===== src/rtl/hazard_pkg.sv =====
`default_nettype none
// +----------------------------------------------------------------------------+
// | hazard_pkg                                                                 |
// | Opcodes, forward-select encodings and FSM states for the hazard unit.      |
// | Revision: 1.0                                                              |
// +----------------------------------------------------------------------------+
package hazard_pkg;

    localparam logic [6:0] RTYPE  = 7'b0110011;
    localparam logic [6:0] STYPE  = 7'b0100011;
    localparam logic [6:0] SBTYPE = 7'b1100011;
    localparam logic [6:0] LOAD   = 7'b0000011;
    localparam logic [6:0] OPIMM  = 7'b0010011;
    localparam logic [6:0] JALR   = 7'b1100111;

    localparam logic [1:0] FWD_RF  = 2'b00;
    localparam logic [1:0] FWD_MEM = 2'b01;
    localparam logic [1:0] FWD_WB  = 2'b10;

    typedef enum logic [1:0] {
        RUN   = 2'd0,
        STALL = 2'd1,
        FLUSH = 2'd2
    } state_t;

endpackage
`default_nettype wire


===== src/rtl/fwd_select.sv =====
`default_nettype none
// +----------------------------------------------------------------------------+
// | fwd_select                                                                 |
// | EX operand forward-select: EX/MEM result wins over MEM/WB, x0 never fwds.  |
// | Revision: 1.0                                                              |
// +----------------------------------------------------------------------------+
module fwd_select
    import hazard_pkg::*;
#(
    parameter int REG_ADDR_W = 5
) (
    input  logic [REG_ADDR_W-1:0] rs_ex,
    input  logic [REG_ADDR_W-1:0] rd_mem,
    input  logic                  reg_write_mem,
    input  logic [REG_ADDR_W-1:0] rd_wb,
    input  logic                  reg_write_wb,
    output logic [1:0]            sel
);

    always_comb begin
        sel = FWD_RF;
        if (reg_write_mem && (rd_mem != '0) && (rd_mem == rs_ex)) begin
            sel = FWD_MEM;
        end else if (reg_write_wb && (rd_wb != '0) && (rd_wb == rs_ex)) begin
            sel = FWD_WB;
        end
    end

endmodule
`default_nettype wire


===== src/rtl/hazard_ctrl_unit.sv =====
`default_nettype none
// +----------------------------------------------------------------------------+
// | hazard_ctrl_unit                                                           |
// | ID/EX hazard control: load-use stalls, taken-branch flush, forwarding.     |
// | Revision: 1.0                                                              |
// +----------------------------------------------------------------------------+
module hazard_ctrl_unit
    import hazard_pkg::*;
#(
    parameter int REG_ADDR_W  = 5,
    parameter int LOAD_LAT    = 1,
    parameter int FLUSH_DEPTH = 1,
    parameter int CNT_W       = 32,
    parameter int FWD_EN      = 1
) (
    input  logic                  clock,
    input  logic                  reset,
    input  logic [6:0]            opcode_id,
    input  logic [REG_ADDR_W-1:0] rs1_id,
    input  logic [REG_ADDR_W-1:0] rs2_id,
    input  logic [REG_ADDR_W-1:0] rs1_ex,
    input  logic [REG_ADDR_W-1:0] rs2_ex,
    input  logic [REG_ADDR_W-1:0] rd_ex,
    input  logic                  reg_write_ex,
    input  logic                  mem_read_ex,
    input  logic [REG_ADDR_W-1:0] rd_mem,
    input  logic                  reg_write_mem,
    input  logic [REG_ADDR_W-1:0] rd_wb,
    input  logic                  reg_write_wb,
    input  logic                  branch_taken_ex,
    input  logic                  ctrl_bubble,
    output logic                  pc_load,
    output logic                  if_id_load,
    output logic                  if_id_flush,
    output logic                  id_ex_bubble,
    output logic [1:0]            fwd_a,
    output logic [1:0]            fwd_b,
    output logic [CNT_W-1:0]      stall_count,
    output logic [CNT_W-1:0]      flush_count
);

    localparam int c_max_depth = (LOAD_LAT > FLUSH_DEPTH) ? LOAD_LAT : FLUSH_DEPTH;
    localparam int c_cnt_w     = $clog2(c_max_depth) + 1;
    localparam logic [c_cnt_w-1:0] c_stall_reload = c_cnt_w'(LOAD_LAT - 1);
    localparam logic [c_cnt_w-1:0] c_flush_reload = c_cnt_w'(FLUSH_DEPTH - 1);
    localparam logic [c_cnt_w-1:0] c_cnt_one      = c_cnt_w'(1);

    state_t               r_state, w_state_nxt;
    logic [c_cnt_w-1:0]   r_cnt, w_cnt_nxt;
    logic [CNT_W-1:0]     r_stall_count, r_flush_count;
    logic                 w_stall_inc, w_flush_inc;
    logic                 w_uses_rs1, w_uses_rs2;
    logic                 w_raw_load_use, w_match_ex, w_match_mem, w_raw_hazard;
    logic [1:0]           w_fwd_a, w_fwd_b;

    assign w_uses_rs1 = opcode_id inside {RTYPE, STYPE, SBTYPE, LOAD, OPIMM, JALR};
    assign w_uses_rs2 = opcode_id inside {RTYPE, STYPE, SBTYPE};

    // rd != 0 on the producer side is enough to exclude x0 sources as well
    assign w_raw_load_use = mem_read_ex && (rd_ex != '0) &&
                            ((w_uses_rs1 && (rs1_id == rd_ex)) || (w_uses_rs2 && (rs2_id == rd_ex)));
    assign w_match_ex     = reg_write_ex && (rd_ex != '0) &&
                            ((w_uses_rs1 && (rs1_id == rd_ex)) || (w_uses_rs2 && (rs2_id == rd_ex)));
    assign w_match_mem    = reg_write_mem && (rd_mem != '0) &&
                            ((w_uses_rs1 && (rs1_id == rd_mem)) || (w_uses_rs2 && (rs2_id == rd_mem)));
    assign w_raw_hazard   = (FWD_EN != 0) ? w_raw_load_use : (w_match_ex || w_match_mem);

    fwd_select #(.REG_ADDR_W(REG_ADDR_W)) u_fwd_a (
        .rs_ex(rs1_ex), .rd_mem(rd_mem), .reg_write_mem(reg_write_mem),
        .rd_wb(rd_wb), .reg_write_wb(reg_write_wb), .sel(w_fwd_a)
    );

    fwd_select #(.REG_ADDR_W(REG_ADDR_W)) u_fwd_b (
        .rs_ex(rs2_ex), .rd_mem(rd_mem), .reg_write_mem(reg_write_mem),
        .rd_wb(rd_wb), .reg_write_wb(reg_write_wb), .sel(w_fwd_b)
    );

    assign fwd_a = ((FWD_EN != 0) && !reset) ? w_fwd_a : FWD_RF;
    assign fwd_b = ((FWD_EN != 0) && !reset) ? w_fwd_b : FWD_RF;

    always_comb begin
        w_state_nxt  = r_state;
        w_cnt_nxt    = r_cnt;
        pc_load      = 1'b1;
        if_id_load   = 1'b1;
        if_id_flush  = 1'b0;
        id_ex_bubble = ctrl_bubble;
        w_stall_inc  = 1'b0;
        w_flush_inc  = 1'b0;

        // A taken branch overrides any stall or flush in progress
        if (branch_taken_ex) begin
            if_id_flush  = 1'b1;
            id_ex_bubble = 1'b1;
            w_flush_inc  = 1'b1;
            if (FLUSH_DEPTH > 1) begin
                w_state_nxt = FLUSH;
                w_cnt_nxt   = c_flush_reload;
            end else begin
                w_state_nxt = RUN;
                w_cnt_nxt   = '0;
            end
        end else begin
            case (r_state)
                RUN: begin
                    if (w_raw_hazard) begin
                        pc_load      = 1'b0;
                        if_id_load   = 1'b0;
                        id_ex_bubble = 1'b1;
                        w_stall_inc  = 1'b1;
                        if ((LOAD_LAT > 1) && (FWD_EN != 0)) begin
                            w_state_nxt = STALL;
                            w_cnt_nxt   = c_stall_reload;
                        end
                    end
                end
                STALL: begin
                    pc_load      = 1'b0;
                    if_id_load   = 1'b0;
                    id_ex_bubble = 1'b1;
                    w_stall_inc  = 1'b1;
                    if (r_cnt <= c_cnt_one) begin
                        w_state_nxt = RUN;
                        w_cnt_nxt   = '0;
                    end else begin
                        w_cnt_nxt = r_cnt - c_cnt_one;
                    end
                end
                FLUSH: begin
                    if_id_flush  = 1'b1;
                    id_ex_bubble = 1'b1;
                    if (r_cnt <= c_cnt_one) begin
                        w_state_nxt = RUN;
                        w_cnt_nxt   = '0;
                    end else begin
                        w_cnt_nxt = r_cnt - c_cnt_one;
                    end
                end
                default: begin
                    w_state_nxt = RUN;
                    w_cnt_nxt   = '0;
                end
            endcase
        end

        if (reset) begin
            pc_load      = 1'b0;
            if_id_load   = 1'b0;
            if_id_flush  = 1'b1;
            id_ex_bubble = 1'b1;
            w_stall_inc  = 1'b0;
            w_flush_inc  = 1'b0;
        end
    end

    always_ff @(posedge clock) begin
        if (reset) begin
            r_state       <= RUN;
            r_cnt         <= '0;
            r_stall_count <= '0;
            r_flush_count <= '0;
        end else begin
            r_state <= w_state_nxt;
            r_cnt   <= w_cnt_nxt;
            if (w_stall_inc && (r_stall_count != '1)) begin
                r_stall_count <= r_stall_count + CNT_W'(1);
            end
            if (w_flush_inc && (r_flush_count != '1)) begin
                r_flush_count <= r_flush_count + CNT_W'(1);
            end
        end
    end

    assign stall_count = r_stall_count;
    assign flush_count = r_flush_count;

endmodule
`default_nettype wire


===== config.mk =====
export PLATFORM = sky130hd
export DESIGN_NAME = hazard_ctrl_unit
export DESIGN_NICKNAME = d
export VERILOG_FILES = /design/src/rtl/hazard_pkg.sv /design/src/rtl/fwd_select.sv /design/src/rtl/hazard_ctrl_unit.sv
export SDC_FILE = /design/constraint.sdc
export NUM_CORES = 1
export LEC_CHECK = 0
export CAP_MARGIN = 15
export CORE_MARGIN = 8
export CORE_UTILIZATION = 46
export DETAILED_ROUTE_END_ITERATION = 10
export GPL_TIMING_DRIVEN = 1
export HOLD_SLACK_MARGIN = 0.15
export PLACE_DENSITY_LB_ADDON = 0.25
export SLEW_MARGIN = 20
export SYNTH_ARGS = -nofsm -noshare
export SYNTH_HDL_FRONTEND = slang
export SYNTH_SLANG_ARGS = --single-unit

===== constraint.sdc =====
create_clock -name clock -period 2.21 [get_ports clock]
set_input_delay 0.442 -clock clock [delete_from_list [all_inputs] [get_ports clock]]
set_output_delay 0.442 -clock clock [all_outputs]
set_load 0.05 [all_outputs]

==> flow_summary.ini, run 1 <==
[timing]
hold_viol = 0
clock.fmax_ghz = 0.435
setup_viol = 2
relSlewSlack = 0.645
fin_crit_ps = 2300
tightest_slew_ps = 531
rsz0062_at_grt = yes
slew_viol_final = 0
skew_ps = 14.2
period_share = 1.04
finalSetupTns_ps = -142
final.setup.worst_slack_ps = -89.6

[setup_path]
worstPathArrival_ps = 1860
critPathCaptureType = output pin
ff2ff_setup_slack_ps = 220
r2r_start = stall_count[7]$_SDFFE_PP0P_
worstPathMaxFanout = 2
worstSetupStartpointType = primary input
required_ps = 1770
path_class = primary input to output pin
reg2reg_to = stall_count[27]$_SDFFE_PP0P_
r2r_cells = 6

[grt]
antenna_found_initial = 0
grt_use_total = 0.205
first_global_vias = 3918
grt_max_degree = 73
grt_pass1_wl_um = 18900
overflow = 0

[drt]
viasPerCell = 5.43
drtAntennaViolNets = 0
vias = 3861
drtIter0Drc = 188
firstDrtPassIters = 4
wl_per_cell_um = 15.9
wl_um = 11300
drc = 0

[power_and_ir_drop]
internal-power_w = 0.00196
power_leakage_nw = 2.05
irDropWorstVdd_mv = 0.323
swShare = 0.253
p_comb_frac = 0.128
p_switching_w = 0.000662
clockPowerShare = 0.428
p_per_area_nw_per_um2 = 468
power_frac_seq = 0.444
fin_total_pwr_w = 0.00262

[clock_network]
clk_path_buf_depth = 2
cts_tree = yes
clk_latency_ps = 350
path_clk_slew_ps = 70
htree_num_levels = 3
clkSinkCount = 64
numCtsBuffers = 9
cts-root-buf = clkbuf_8

[final_layout]
diodes = 0
drive_above_1_share = 0.220
area_growth_pct = 55.3
postLayoutCoreUtil = 0.733
fillers = 589
num-nets-final = 656

[place]
place.gp.congestion = 0.873
io_buffers = 120
place_ws_ps = -448
dp_hpwl_um = 8380

[yosys]
syn_area_sq_um = 3610
synth.area.top_cells = dfxtp_1 36%, xor2_1 8.7%, xnor2_1 6.3%, nor2_1 5.5%, nand2_1 4.2%
synth_cells = 445
synth_area_leader_cell = dfxtp_1
synth_top_area_share = 0.355
seq_area_frac_synth = 0.355
syn_nets = 497
yosys.cell_types.count = 40
synth_seq_cells = 64
yosys_warnings = 0
synth_area_per_cell_sq_um = 8.11

[floorplanning]
dieArea_sq_um = 10900
initial_utilization = 0.472
num_rows = 32
ioPinCount = 122
coreArea_sq_um = 7650
die_w_um = 105
die_h_um = 105

[flow_run]
drv_cap = 0

[hold_path]
holdCritPathClass = register to register
worstHoldStart = stall_count[12]$_SDFFE_PP0P_
min_to = stall_count[12]$_SDFFE_PP0P_
whs_path_depth = 2

[status]
violations = setup timing
status = finished with violations
-- routing by layer --
metal / vias up / GRT usage / part of all wire
li1: 1911 / - / -
met1: 1826 / 0.223 / 0.39
met2: 108 / 0.381 / 0.54
met3: 16 / 0.0399 / 0.046
met4: 0 / 0.0805 / 0.021
met5: - / 0 / 0
-- repair_timing --
item / in CTS / in global routing
setup endpoints to repair: 7 / 13
pin swaps: 22 / 25
hold buffers: 0 / 0
gates resized for setup: 79 / 65
buffers inserted: 2 / 1
-- worst max-delay path by stage --
| stage | startpoint | end | slack [ps] | cells after the start |
|---|---|---|---|---|
| 2_1_floorplan | reset | fwd_a[1] | -80 | 5 |
| 3_3_place_gp | rd_ex[1] | id_ex_bubble | -390 | 6 |
| 3_5_place_dp | rd_wb[3] | fwd_b[1] | -450 | 5 |
| 4_1_cts | rd_mem[4] | fwd_a[1] | -170 | 7 |
| 5_1_grt | reset | fwd_b[1] | -120 | 6 |
| 6_report | reset | fwd_b[1] | -90 | 6 |
-- cell usage after synthesis --
master	n
nand4_4	2
and3_1	9
nand3b_1	1
o22ai_2	1
buf_4	1
mux2i_1	3
o211ai_1	1
and4_1	5
mux2_2	2
nand4_1	24
o31ai_1	7
nor4_4	1
nor2b_1	6
nand4_2	2
nand4b_1	1
or3_1	18
inv_1	12
nor3_1	9
mux2_1	1
xnor2_1	26
nor2_1	53
buf_6	3
o21ai_0	21
clkbuf_1	9
nor4_1	11
ha_1	2
a221oi_4	1
a21oi_1	25
buf_1	2
nand3_1	27
and2_1	1
or2_2	1
or4_1	13
dfxtp_1	64
o21ai_1	1
and2_2	1
and2_0	1
xor2_1	36
a31oi_1	1
nand2_1	40
-- power by group through the flow --
stage	Sequential, W	Combinational, W	Clock (W)
2_1_floorplan	0.00120	0.000129	0
3_3_place_gp	0.00119	0.000318	0
3_5_place_dp	0.00119	0.000325	0
4_1_cts	0.00116	0.000317	0.00114
5_1_grt	0.00116	0.000357	0.00119
6_report	0.00116	0.000336	0.00112
-- stage by stage --
step | hold WS [ps] | instance area [sq um] | instances
final | 505 | 5610 | 711
after global routing | 535 | 5610 | 711
after CTS | 509 | 5560 | 710
after detailed placement | 498 | 5300 | 692
after global placement | 464 | 5300 | 692
after floorplan | 590 | 3720 | 445
-- cells in the final DEF (no fill, tap or decap), types with 3 or more instances in the layout --
cell type        count
o21ai_0             18
inv_1               12
nand2_1             40
and4_1               5
nand4_1             24
dfxtp_2             12
or3_1               17
a21oi_1             24
clkbuf_8             9
nor4_4               6
o31ai_1              7
buf_2                3
or4_4                4
buf_6               10
dfxtp_1             52
mux2i_1              3
xnor2_1             25
buf_4               42
nand3_1             26
clkbuf_2             9
nor2b_1              5
buf_12               7
dlygate4sd2_1       15
clkdlybuf4s15_1      5
xor2_1              36
nor3_1               7
nor4_1               6
nor2_1              52
or4_1                9
and3_1               9
clkdlybuf4s50_1     69
-- worst max-delay path: stages --
cell     delay [ps]
buf_8           110
nor2b_4         120
o21ai_2          80
or4_4           560
nor4_4          370
buf_12          180
-- logic make-up (layout without fill, tap and decap cells) --
kind of cell	after synthesis	count (layout)	synth area share
and+or+nand+nor	226	226	0.340
DFF	64	64	0.355
xor gates and xnor gates	62	62	0.150
AOI/OAI and AO/OA	58	58	0.0943
buffers and inverters	27	191	0.0354
muxes	6	6	0.0177
adders and majority gates	2	2	0.00693
-- final cells by class --
class	instances	area (sq um)	area share
clock buffer	9	124	0.0221
sequential	64	1300	0.231
timing repair buffer	163	1540	0.275
tap	102	128	0.0228
clock inverter	7	95.1	0.0170
multi-input combinational	354	2370	0.424
inverter	12	45.0	0.00804
-- flip-flops by register name (all words and copies together), names as in the netlist --
register / cells
flush_count: 32
stall_count: 32
Power figures use the tool's default switching activity.
==> inputs of run 2 (changes only) <==
- CORE_MARGIN: 8 -> 4
==> run 2 against run 1 <==
- the flow still finishes with violations (setup timing)
- highest routed layer is now met5
- global-route usage rose by 2.1 points
- clock power fell by 13%
- largest cell class unchanged
- final area fell by 0.49%
- die area fell by 15%
- cell count rose by 0.42%
==> flow_summary.ini, run 2 (synthesis results as in run 1) <==
[drt]
wl_um = 10400
wl_per_cell_um = 14.6
drc = 0
drtAntennaViolNets = 0
firstDrtPassIters = 4
viasPerCell = 5.41
drtIter0Drc = 123
vias = 3861

[final_layout]
num-nets-final = 659
finalInstanceArea_sq_um = 5580
mostFrequentLayoutCell = clkdlybuf4s50_1
fillers = 628
seq_area_sq_um = 1300
mostFrequentLayoutCells = 69 x clkdlybuf4s50_1, 52 x nor2_1, 52 x dfxtp_1
fin_cells = 714
drive_above_1_share = 0.229
multi_input_area_sq_um = 2390
area_growth_pct = 54.6
diodes = 0

[timing]
skew_ps = 11.1
tightest_slew_ps = 549
slew_viol_final = 0
period_share = 1.00
hold_viol = 0
rsz0062_at_grt = yes
relSlewSlack = 0.633
clock.fmax_ghz = 0.451
final.setup.worst_slack_ps = -7.11
setup_viol = 3
fin_crit_ps = 2220

[grt]
grt_max_degree = 39
overflow = 0
grt_use_total = 0.226
antenna_found_initial = 1
first_global_vias = 3664
grt_pass1_wl_um = 16700

[setup_path]
cp_common_cell = buf_6
ff2ff_setup_slack_ps = 210
critPathCaptureType = output pin
slowest_stage = or4_4
worstPathArrival_ps = 1780
max_stage_delay_ps = 540
crit_path_cell_trace = buf_6, or4_4, o21ai_4, buf_6, nor3_4, nor4_4, buf_12
path_class = primary input to output pin
required_ps = 1770
worstSetupStartpointType = primary input
worstPathMaxFanout = 2

[power_and_ir_drop]
p_comb_frac = 0.137
fin_total_pwr_w = 0.00247
clockPowerShare = 0.393
p_switching_w = 0.000636
power_leakage_nw = 2.05
swShare = 0.257
internal-power_w = 0.00184
irDropWorstVdd_mv = 0.369
power_frac_seq = 0.471
p_per_area_nw_per_um2 = 444

[clock_network]
path_clk_slew_ps = 70
numCtsBuffers = 9
clk_latency_ps = 340
cts_tree = yes
clkSinkCount = 64
htree_num_levels = 3
cts-root-buf = clkbuf_8
clk_path_buf_depth = 2

[place]
dpl_cell_area_sq_um = 5290
io_buffers = 120
dp_hpwl_um = 7760
place_inst = 692
place.gp.congestion = 0.920

[floorplanning]
die_w_um = 96.6
initial_utilization = 0.469
dieArea_sq_um = 9330
coreArea_sq_um = 7690
die_h_um = 96.6
num_rows = 32
ioPinCount = 122

[status]
status = finished with violations
violations = setup timing

[hold_path]
holdCritPathClass = register to register

[flow_run]
drv_cap = 0
==> run 2: final cells by class <==
cell class | instances | share of cell area
clock buffers | 10 | 0.0229
clock inverters | 6 | 0.0108
inverters | 12 | 0.00808
multi-input cells | 354 | 0.428
flip-flops and latches | 64 | 0.232
well taps | 102 | 0.0229
repair buffers | 166 | 0.275
==> run 2: path summary, 6_finish.rpt <==
| check | start | endpoint | cells after the start |
|---|---|---|---|
| worst max-delay path | rd_mem[2] | fwd_a[1] | 7 |
| worst min-delay path | stall_count[8]$_SDFFE_PP0P_ | stall_count[8]$_SDFFE_PP0P_ | 2 |
| worst max register to register | stall_count[0]$_SDFFE_PP0P_ | stall_count[9]$_SDFFE_PP0P_ | 7 |
| worst min register to register | stall_count[8]$_SDFFE_PP0P_ | stall_count[8]$_SDFFE_PP0P_ | 2 |
==> run 2: stage by stage <==
| stage | worst slack (ps) | TNS [ps] | util | hold slack [ps] |
|---|---|---|---|---|
| after floorplan | -75.9 | -152 | - | 590 |
| after global placement | -389 | -8950 | 0.688 | 468 |
| after detailed placement | -431 | -10660 | 0.688 | 489 |
| after CTS | -157 | -398 | 0.721 | 496 |
| after global routing | -60.8 | -190 | 0.726 | 528 |
| final | -7.11 | -13.4 | 0.726 | 493 |
==> run 2: power by group through the flow <==
stage,clock (W),combinational [W],sequential [W]
floorplan,0,0.000129,0.00120
global placement,0,0.000318,0.00119
detailed placement,0,0.000325,0.00119
CTS,0.000990,0.000323,0.00116
global route,0.00104,0.000361,0.00116
finish,0.000972,0.000338,0.00116
==> run 2: routing by layer <==
metal  vias to the layer above  GRT usage  wire length [um]
li1                       1920          -                 -
met1                      1828      0.272              4280
met2                        91      0.403              5550
met3                        20     0.0473               403
met4                         2     0.0654               198
met5                         -          0                13
==> run 2: repair_timing <==
action                                  CTS  global route
pin swaps                                24            26
hold buffers                              0             0
buffers inserted                          5             1
endpoints found under the setup margin   12             9
endpoints found under the hold margin     0             0
resized for setup                        74            65
==> run 2: critical path: cells and delay by family <==
family,cells,cell delay (ps)
buffers and inverters,3,400
AO/OA/AOI/OAI,1,160
AND/OR/NAND/NOR,3,770
==> inputs of run 3 (changes only) <==
- GPL_ROUTABILITY_DRIVEN: not set -> 0
==> results of run 3 <==
The final DEF is identical to that of run 2; final timing and power are the same.
